`config.mk`:
```
export PLATFORM = sky130hd
export DESIGN_NAME = ysyx_22050612_wb_arbiter
export DESIGN_NICKNAME = d
export VERILOG_FILES = /design/src/rtl/ysyx_22050612_wb_arbiter.sv
export SDC_FILE = /design/constraint.sdc
export NUM_CORES = 1
export LEC_CHECK = 0
export ABC_AREA = 1
export BUFFER_PORTS_ARGS = -buffer_cell sky130_fd_sc_hd__buf_2
export CORE_AREA = 2 2 109 111
export DETAILED_ROUTE_END_ITERATION = 10
export DIE_AREA = 0 0 111 113
export PLACE_DENSITY = 0.83
export SYNTH_ARGS = -nofsm -noshare
export SYNTH_HDL_FRONTEND = slang
export SYNTH_SLANG_ARGS = --single-unit
export TNS_END_PERCENT = 50
```
`constraint.sdc`:
```
create_clock -name clk -period 5.5 [get_ports clk]
set_input_delay 1.65 -clock clk [delete_from_list [all_inputs] [get_ports clk]]
set_output_delay 1.65 -clock clk [all_outputs]
set_load 0.005 [all_outputs]
```
`src/rtl/ysyx_22050612_wb_arbiter.sv`:
```
// Writeback arbiter: the ALU and LSU share one registered GPR write stage, which also supplies operand forwarding.
// Optional macro WB_ARB_AGE_EN: once the ALU has been starved for MAX_WAIT cycles, it is promoted over the LSU.
module ysyx_22050612_wb_arbiter #(
    parameter int DW       = 64,
    parameter int AW       = 5,
    parameter int MAX_WAIT = 4
) (
    input  logic          clk,
    input  logic          rst,
    input  logic          alu_valid,
    output logic          alu_ready,
    input  logic [AW-1:0] alu_rd,
    input  logic [DW-1:0] alu_wdata,
    input  logic          lsu_valid,
    output logic          lsu_ready,
    input  logic [AW-1:0] lsu_rd,
    input  logic [DW-1:0] lsu_wdata,
    input  logic          wb_stall,
    output logic          wen,
    output logic [AW-1:0] waddr,
    output logic [DW-1:0] wdata,
    input  logic [AW-1:0] fwd_rs,
    output logic          fwd_hit,
    output logic [DW-1:0] fwd_data
);
    localparam int WW = $clog2(MAX_WAIT + 1);

    logic          s_valid_reg;
    logic [AW-1:0] s_rd_reg;
    logic [DW-1:0] s_data_reg;
    logic [WW-1:0] wait_cnt_reg;

    logic          load_ok;
    logic          alu_first;
    logic          alu_xfer;
    logic          lsu_xfer;
    logic          xfer;
    logic [AW-1:0] win_rd;
    logic [DW-1:0] win_data;

    // The stage can accept a new result when it is empty or when it drains this cycle.
    assign load_ok   = ~s_valid_reg | ~wb_stall;
    assign alu_first = (wait_cnt_reg == WW'(MAX_WAIT));

    // The ready signals look only at the other requester's valid, never at the requester's own valid.
    assign lsu_ready = ~rst & load_ok & (alu_first ? ~alu_valid : 1'b1);
    assign alu_ready = ~rst & load_ok & (alu_first ? 1'b1 : ~lsu_valid);

    assign alu_xfer  = alu_valid & alu_ready;
    assign lsu_xfer  = lsu_valid & lsu_ready;
    assign xfer      = alu_xfer | lsu_xfer;
    assign win_rd    = lsu_xfer ? lsu_rd : alu_rd;
    assign win_data  = lsu_xfer ? lsu_wdata : alu_wdata;

    assign wen      = s_valid_reg & ~wb_stall & ~rst;
    assign waddr    = s_rd_reg;
    assign wdata    = s_data_reg;
    assign fwd_hit  = s_valid_reg & (s_rd_reg == fwd_rs) & (fwd_rs != '0);
    assign fwd_data = fwd_hit ? s_data_reg : '0;

    always_ff @(posedge clk) begin
        if (rst) begin
            s_valid_reg <= 1'b0;
            s_rd_reg    <= '0;
            s_data_reg  <= '0;
        end else if (xfer) begin
            // A write to x0 completes its handshake but leaves the stage empty.
            s_valid_reg <= (win_rd != '0);
            if (win_rd != '0) begin
                s_rd_reg   <= win_rd;
                s_data_reg <= win_data;
            end
        end else if (load_ok) begin
            s_valid_reg <= 1'b0;
        end
    end

`ifdef WB_ARB_AGE_EN
    always_ff @(posedge clk) begin
        if (rst) begin
            wait_cnt_reg <= '0;
        end else if (~alu_valid || alu_xfer) begin
            wait_cnt_reg <= '0;
        end else if (load_ok && wait_cnt_reg != WW'(MAX_WAIT)) begin
            wait_cnt_reg <= wait_cnt_reg + 1'b1;
        end
    end
`else
    assign wait_cnt_reg = '0;
`endif

endmodule

```
==> run_results.csv <==
group,metric,value,unit
die,rows,39,
die,start_util,42.4,%
detailed_routing,postRouteAntennaNets,0,
final_layout,largest_reg_flops,64,
global_route,met2_usage,38.3,%
final_layout,synthToLayoutAreaGrowth,35.8,%
timing,min_period,4.70,ns
critical_path,rr_worst_depth,10,
die,die_w,111,um
final_layout,post-route-util,57.5,%
timing,tightestPinTransition,0.707,ns
detailed_routing,via_count,5540,
synthesis,syn-num-nets,997,
placement,io_buffer_count,284,
placement,dp_hpwl,10.1,mm
final_layout,fill_cells,1160,
cts,clkTransAtPathRegs,0.05,ns
global_route,use_met1,25.4,%
synthesis,synth.top_cell.area_share,29.4,%
synthesis,syn-instance-count,849,
global_route,grt_pass1_vias,4790,
detailed_routing,drc,0,
hold_path,hold_path_depth,2,
power,ir_drop,0.168,mV
cts,cts_tree,"done",
timing,finalSetupViolCount,0,
timing,fmax,213,MHz
cts,htree_levels,3,
critical_path,worstSetupPathType,"input pin to output pin",
synthesis,yosysUniqueCellTypes,25,
timing,fin_crit_sh,85.4,%
placement,routabilityCongestion,0.773,
detailed_routing,drt_iter0_drc,257,
cts,numCtsBuffers,9,
power,power,1.49,mW
power,p_leak,3.97,nW
synthesis,synth_top_cell_by_area,"dfxtp_1",
synthesis,synth_top_flop_cell,"dfxtp_1",
die,ios,285,
detailed_routing,routed_via_density,4.46,
placement,post-place-cells,1226,
detailed_routing,first_pass_iters,5,
detailed_routing,drt_wl_total,13.6,mm
power,power_density,230,nW/um^2
die,die_h,113,um
cts,insertion_delay,0.32,ns
global_route,busiest_layer,"met2",
synthesis,synth_seq_area_share,29.4,%
critical_path,crit_arrival,3.05,ns
cts,clock_sinks,70,
global_route,met3_usage,3.37,%
global_route,grt_max_degree,75,
global_route,grt_usage,21.0,%
synthesis,ys_ff_latch,70,
timing,tns,0,ns
timing,skew,0.00698,ns
synthesis,yosysMostFrequentCell,"inv_1",
timing,maxSlewViolCount,0,
critical_path,worst_setup_path_end_kind,"output pin",
cts,postCtsHoldBufs,0,
synthesis,syn_area,4770,um^2
final_layout,finalNonFillerCells,1241,
timing,rsz0062_at_grt,"false",
synthesis,yosysWarnings,0,
timing,hold_viol,0,
global_route,grt_pass1_wl,22.1,mm
final_layout,post_route_cells_drive_above_1_share,29.6,%
critical_path,crit_required,3.85,ns
status,status,"finished clean",
detailed_routing,wl_per_cell,10.9,um
global_route,antenna_found_initial,0,
synthesis,async_flop_share,0,%
hold_path,hp-class,"register to register",
synthesis,synth_area_leaders,"dfxtp_1 (29%), inv_1 (16%), nand2_1 (12%)",
synthesis,netlist_top_cells_count,"inv_1 (206), nand2_1 (151), nor2_1 (136), a21oi_1 (70), dfxtp_1 (70)",
cts,clk_path_buf_depth,2,
die,core,11300,um^2
cts,cts_setup_buffers,0,
synthesis,synth_area_per_cell,5.62,um^2
critical_path,startpoint_type,"input pin",
final_layout,fin_nets,1242,
synthesis,synth_edf_count,0,
die,die_area,12500,um^2
cts,root_buffer,"clkbuf_16",
critical_path,path_max_fanout,41,
timing,slew_headroom,52.9,%
cts,ctsResizeCount,0,
global_route,overflow,0,
final_layout,antenna_cells,0,
flow_run,drv_cap,0,
[final timing paths]
kind                     from           end  slack (ns)
setup reg to reg  s_valid_reg     wdata[53]        2.92
hold reg to reg      waddr[0]      waddr[0]        0.48
setup / recovery    fwd_rs[0]  fwd_data[47]        0.80
hold / removal       waddr[0]      waddr[0]        0.48
[area by class of cell]
cell class	instances	area, um^2	share of cell area (%)
Inverter	211	800	12.3
Multi-Input combinational cell	510	2290	35.4
Tap cell	143	179	2.76
Clock inverter	4	47.5	0.733
Sequential cell	70	1400	21.6
Clock buffer	11	243	3.74
Timing Repair Buffer	292	1520	23.4
[critical path, cell delays in order]
cell and delay [ns]:
buf_2 0.11, nor4_1 0.27, o21a_1 0.14, nor2_1 0.05
inv_2 0.33, buf_12 0.26, nor2_1 0.08, buf_2 0.13
[power breakdown]
| part | total (mW) | leakage [nW] | switching, mW | internal [mW] |
|---|---|---|---|---|
| Sequential | 0.592 | 0.579 | 0.0385 | 0.553 |
| Clock | 0.566 | 0.141 | 0.206 | 0.359 |
| Combinational | 0.336 | 3.25 | 0.183 | 0.153 |
[metal layers]
layer	vias up	routed length [um]
met5	-	0
met2	170	6840
met1	2345	5710
met4	0	167
met3	13	838
li1	3012	-
[per-stage QoR]
step | instance area (um^2) | hold WS, ns | worst slack [ns]
floorplan | 4770 | 0.468 | 1.28
global placement | 6190 | 0.483 | 0.831
detailed placement | 6190 | 0.486 | 0.784
CTS | 6480 | 0.494 | 0.780
global route | 6480 | 0.526 | 0.609
finish | 6480 | 0.485 | 0.803
[cells by family after synthesis]
group           count (synthesis)  synth area share, %
compound gates                141                 14.9
xor+xnor                        2                0.367
buf+inv                       269                 22.9
flops                          70                 29.4
simple gates                  367                 32.4
[layout by cell type, fill, tap and decap left out, drive strengths merged]
master,n
clkinvlp,1
o21ai,68
o22ai,1
o21a,1
nand3,70
nor4,1
nor2,137
inv,211
bufinv,1
buf,292
o21bai,1
nand2,152
nor3,1
clkinv,2
dfxtp,70
nand4,6
clkbuf,11
xor2,2
a21oi,70
(Power assumes the default switching activity.)
